[config.mk]
export PLATFORM = sky130hd
export DESIGN_NAME = writeback_commit
export DESIGN_NICKNAME = d
export VERILOG_FILES = /design/src/rtl/writeback_commit_pkg.sv /design/src/rtl/writeback_commit_gpr_file.sv /design/src/rtl/writeback_commit.sv
export SDC_FILE = /design/constraint.sdc
export NUM_CORES = 2
export LEC_CHECK = 0
export BUFFER_PORTS_ARGS = -buffer_cell sky130_fd_sc_hd__buf_2
export CAP_MARGIN = 0
export CORE_UTILIZATION = 25
export DETAILED_ROUTE_END_ITERATION = 7
export SETUP_SLACK_MARGIN = 0.2
export SLEW_MARGIN = 20
export SYNTH_ARGS = -nofsm -noshare
export SYNTH_HDL_FRONTEND = slang
export SYNTH_SLANG_ARGS = --single-unit
[constraint.sdc]
create_clock -name clk -period 2.2 [get_ports clk]
set_input_delay 0.11 -clock clk [delete_from_list [all_inputs] [get_ports clk]]
set_output_delay 0.11 -clock clk [all_outputs]
set_load 0.03 [all_outputs]
[src/rtl/writeback_commit_pkg.sv]
// Shared types and constants for the writeback/commit stage.
package writeback_commit_pkg;

  localparam int XLEN      = 32;
  localparam int REG_IDX_W = 5;
  localparam int NUM_REGS  = 1 << REG_IDX_W;

  typedef enum logic {
    ST_RUN  = 1'b0,
    ST_TRAP = 1'b1
  } state_t;

  localparam logic [3:0] INSN_ADDR_MISALIGNED = 4'd0;
  localparam logic [6:0] OP_JALR              = 7'b1100111;

  // Jump targets ignore bit 0, as for JALR.
  function automatic logic [XLEN-1:0] clear_lsb(input logic [XLEN-1:0] v);
    return {v[XLEN-1:1], 1'b0};
  endfunction

endpackage

[src/rtl/writeback_commit_gpr_file.sv]
// 32x32 register file: one write port, two async read ports with write bypass, x0 reads zero.
module writeback_commit_gpr_file
  import writeback_commit_pkg::*;
(
  input  logic                 clk,
  input  logic                 rst_n,
  input  logic                 we,
  input  logic [REG_IDX_W-1:0] waddr,
  input  logic [XLEN-1:0]      wdata,
  input  logic [REG_IDX_W-1:0] rs1_idx,
  input  logic [REG_IDX_W-1:0] rs2_idx,
  output logic [XLEN-1:0]      rs1_val,
  output logic [XLEN-1:0]      rs2_val
);

  logic [XLEN-1:0] regs [NUM_REGS];

  always_ff @(posedge clk or negedge rst_n) begin
    if (!rst_n) begin
      for (int i = 0; i < NUM_REGS; i++) regs[i] <= '0;
    end else if (we && (waddr != '0)) begin
      regs[waddr] <= wdata;
    end
  end

  assign rs1_val = (rs1_idx == '0)                ? '0    :
                   (we && (waddr == rs1_idx))      ? wdata : regs[rs1_idx];
  assign rs2_val = (rs2_idx == '0)                ? '0    :
                   (we && (waddr == rs2_idx))      ? wdata : regs[rs2_idx];

endmodule

[src/rtl/writeback_commit.sv]
// Commit stage: owns the architectural PC, GPR file and retire counter; traps on misaligned jump targets.
module writeback_commit
  import writeback_commit_pkg::*;
#(
  parameter logic [31:0] RESET_PC = 32'h0000_0000,
  parameter logic [31:0] TRAP_VEC = 32'h0000_0100
) (
  input  logic                 clk,
  input  logic                 rst_n,
  input  logic                 wb_valid,
  output logic                 wb_ready,
  input  logic                 reg_pc_w_op,
  input  logic [XLEN-1:0]      reg_pc_w_val,
  input  logic                 reg_w_op,
  input  logic [REG_IDX_W-1:0] reg_w_reg_idx,
  input  logic [XLEN-1:0]      reg_w_reg_val,
  input  logic [REG_IDX_W-1:0] rs1_idx,
  input  logic [REG_IDX_W-1:0] rs2_idx,
  output logic [XLEN-1:0]      rs1_val,
  output logic [XLEN-1:0]      rs2_val,
  output logic [XLEN-1:0]      pc_val,
  output logic                 trap,
  output logic [XLEN-1:0]      trap_tval,
  input  logic                 trap_ack,
  output logic [XLEN-1:0]      retire_cnt
);

  state_t          state;
  logic            fire;
  logic            misaligned;
  logic            commit;
  logic [XLEN-1:0] tgt;

  // wb_ready is only high in RUN, so fire implies RUN.
  assign fire       = wb_valid && wb_ready;
  assign tgt        = clear_lsb(reg_pc_w_val);
  assign misaligned = fire && reg_pc_w_op && tgt[1];
  assign commit     = fire && !misaligned;

  always_ff @(posedge clk or negedge rst_n) begin
    if (!rst_n) begin
      state      <= ST_RUN;
      pc_val     <= RESET_PC;
      trap       <= 1'b0;
      trap_tval  <= '0;
      retire_cnt <= '0;
      wb_ready   <= 1'b0;
    end else begin
      case (state)
        ST_RUN: begin
          wb_ready <= 1'b1;
          if (misaligned) begin
            state     <= ST_TRAP;
            trap      <= 1'b1;
            trap_tval <= tgt;
            wb_ready  <= 1'b0;
          end else if (commit) begin
            pc_val     <= reg_pc_w_op ? tgt : pc_val + 32'd4;
            retire_cnt <= retire_cnt + 32'd1;
          end
        end
        ST_TRAP: begin
          if (trap_ack) begin
            state    <= ST_RUN;
            pc_val   <= TRAP_VEC;
            trap     <= 1'b0;
            wb_ready <= 1'b1;
          end
        end
      endcase
    end
  end

  writeback_commit_gpr_file u_gpr_file (
    .clk     (clk),
    .rst_n   (rst_n),
    .we      (commit && reg_w_op),
    .waddr   (reg_w_reg_idx),
    .wdata   (reg_w_reg_val),
    .rs1_idx (rs1_idx),
    .rs2_idx (rs2_idx),
    .rs1_val (rs1_val),
    .rs2_val (rs2_val)
  );

endmodule

==> results.yml <==
placed_design:
  dpl.hpwl_mm: 147.9
  io_buffers: 243
  gp_congestion: 0.8600
  dp_cells: 7777
drt:
  vias: 44550
  postRouteAntennaNets: 0
  drt-total-wl_mm: 238.5
  drtPass1Iterations: 8
  vias_per_cell: 5.435
  dr.first_iter.drc_count: 4827
  drcViolationCount: 22
  routedWlPerCell_um: 29.10
clocking:
  path_clk_slew_ns: 0.06
  clock_latency_ns: 0.77
  numCtsBuffers: 119
  cts.path.max_buffers: 3
  cts_tree: "done"
  root_buffer: "clkbuf_16"
  htreeDepth: 3
  clock_sinks: 1121
grt:
  grt_pass1_wl_mm: 335.6
  grt_pass1_vias: 45400
  antenna_found_initial: 19
  grt_max_degree: 77
  grt-ovfl-total: 0
  grt_usage_pct: 18.97
floorplanning:
  start_util_pct: 25.21
  core-area_mm2: 0.2383
  dieWidth_um: 492.2
  dieArea_mm2: 0.2422
  ios: 247
  row_count: 179
  die_y_um: 492.2
synthesis:
  syn_area_mm2: 0.06007
  async_flop_share_pct: 100.0
  synth_common_cells: "1121 x dfrtp_1, 1094 x mux2_2, 383 x mux4_2"
  synth_edf_count: 0
  syn_inst: 4333
  syn_area_per_cell_um2: 13.86
  synth_seq_area_share_pct: 46.70
  synth_area_leaders: "dfrtp_1 47%, mux2_2 21%, mux4_2 14%, mux2i_1 3.1%, clkbuf_1 1.4%"
  synthFlopType: "dfrtp_1"
  synth.distinct_cells: 87
  synth.top_cell.area_share_pct: 46.70
  yosysMostFrequentCell: "dfrtp_1"
  synth_warnings: 0
  ys_seq_elements: 1121
  yosysTopAreaCell: "dfrtp_1"
job:
  drv_cap: 0
sta:
  tightest_slew_ns: 1.162
  drv_slew: 0
  relSlewSlack_pct: 22.18
  fin_skew_ns: 0.03029
  final-setup-viol-count: 573
  max_freq_ghz: 0.3567
  hold_viol: 0
  tns_ns: -62.37
  rsz0062_at_grt: "true"
  min_period_ns: 2.803
  setup_ws_ns: -0.6033
  final.period_utilization_pct: 127.4
final_layout:
  layoutNonFillerInstCount: 8196
  syn_to_final_growth_pct: 31.09
  num-fill-cells: 23190
  ff_latch_area_mm2: 0.02807
  final_nets: 5005
  multi_input_area_mm2: 0.03185
  final_layout_size_suffix_gt1_share_pct: 56.14
power_and_ir_drop:
  vdd.ir_drop.worst_uv: 797.5
  p_leak_nw: 34.90
  power.density_mw_per_mm2: 748.6
  total_power_mw: 58.95
critical_path:
  critPathMaxFanout: 7
  reg2reg_depth: 12
  critPathArrivalTime_ns: 2.69
  worst-setup-path-type: "register to primary output"
  startpoint_type: "register"
  endpoint_kind: "primary output"
  worstPathRequired_ns: 2.09
run_status:
  violations: "design-rule violations, negative setup slack"
  status: "finished, violations left"
hold_path:
  min_path_cells: 3
  hold_path.class: "input port to register"
cells by family after synthesis:
logic type                 count (synthesis)  synth area share [%]
AOI/OAI and AO/OA                        598                 6.614
xor gates and xnor gates                  50                0.7416
adders and majority gates                  2               0.04165
buffers and inverters                    485                 3.954
DFF                                     1121                 46.70
muxes                                   1682                 38.32
other                                      1              0.006243
and+or+nand+nor                          394                 3.620
report_power, final:
part / internal (mW) / switching (mW) / total (mW)
combinational: 5.91 / 5.73 / 11.6
clock: 13.2 / 9.32 / 22.5
sequential: 22.9 / 1.86 / 24.8
total: 42.0 / 16.9 / 58.9
worst max-delay path: stages (launching register included):
cell	delay, ns
dfrtp_2	0.36
and4_4	0.22
buf_12	0.13
nand4_1	0.21
buf_6	0.25
buf_12	0.14
buf_16	0.17
o221a_4	0.28
buf_6	0.14
final timing paths:
check	startpoint	endpoint	slack (ns)
max	wb_ready	rs2_val[30]	-0.60
min	reg_w_reg_val[29]	u_gpr_file.regs[541]	0.07
max reg2reg	wb_ready	u_gpr_file.regs[195]	-0.19
min reg2reg	u_gpr_file.regs[1022]	u_gpr_file.regs[1022]	0.40
max in group asynchronous	rst_n	u_gpr_file.regs[309]	1.29
min in group asynchronous	rst_n	u_gpr_file.regs[640]	0.29
timing repair:
item | 4_1_cts | 5_1_grt
hold endpoints to repair | 1619 | 0
gates cloned | 27 | 10
hold buffers | 62 | 0
endpoints found under the setup margin | 722 | 1042
pin swaps | 68 | 30
buffers inserted | 59 | 29
gates resized for setup | 470 | 194
per-layer routing:
layer	part of all wire (%)	track usage (%)	wire length, um
met1	41	25.43	98240
met2	45	29.25	107100
met3	9.5	4.961	22590
met4	4.3	7.129	10360
met5	0.075	0	178
layout make-up:
| class | count | share of cell area (%) |
|---|---|---|
| multi-input cells | 2728 | 40.45 |
| flip-flops and latches | 1121 | 35.65 |
| repair buffers | 933 | 13.28 |
| well taps | 3167 | 5.032 |
| clock buffers | 162 | 4.359 |
| clock inverters | 64 | 1.144 |
| inverters | 15 | 0.07150 |
| diodes | 6 | 0.01907 |
cell usage in the layout (no fill, tap or decap), types with 28 or more instances in the layout:
| master | n |
|---|---|
| o22ai_1 | 98 |
| buf_2 | 169 |
| nor3_1 | 33 |
| mux2_4 | 141 |
| a21oi_1 | 38 |
| o211ai_1 | 37 |
| mux2_2 | 954 |
| buf_12 | 197 |
| dfrtp_1 | 1108 |
| mux4_2 | 383 |
| buf_4 | 365 |
| buf_6 | 88 |
| a22oi_1 | 51 |
| buf_16 | 33 |
| nand3_1 | 28 |
| dlygate4sd3_1 | 61 |
| o21ai_0 | 74 |
| a21oi_4 | 37 |
| clkbuf_16 | 131 |
| nand2_1 | 54 |
| a21oi_2 | 37 |
| nor2_1 | 87 |
| xnor2_1 | 29 |
| mux2i_1 | 188 |
| o22a_1 | 41 |
metrics by stage:
stage | instance area, um^2 | setup WS [ns] | util, % | hold WS (ns)
floorplan | 60130 | 0.1581 | - | -0.1856
global placement | 69250 | -0.5152 | 29.06 | 0.1462
detailed placement | 69250 | -0.5232 | 29.06 | 0.1536
CTS | 77300 | -0.6441 | 32.44 | 0.002181
global route | 78730 | -0.6768 | 33.04 | 0.04589
finish | 78740 | -0.6033 | 33.04 | 0.07223
state kept, by name, indices dropped and copies added (netlist names):
name             flops
retire_cnt          32
u_gpr_file.regs   1024
wb_ready             1
state                1
pc_val              31
trap_tval           31
trap                 1
No activity file was read; power rests on OpenSTA's default activity.
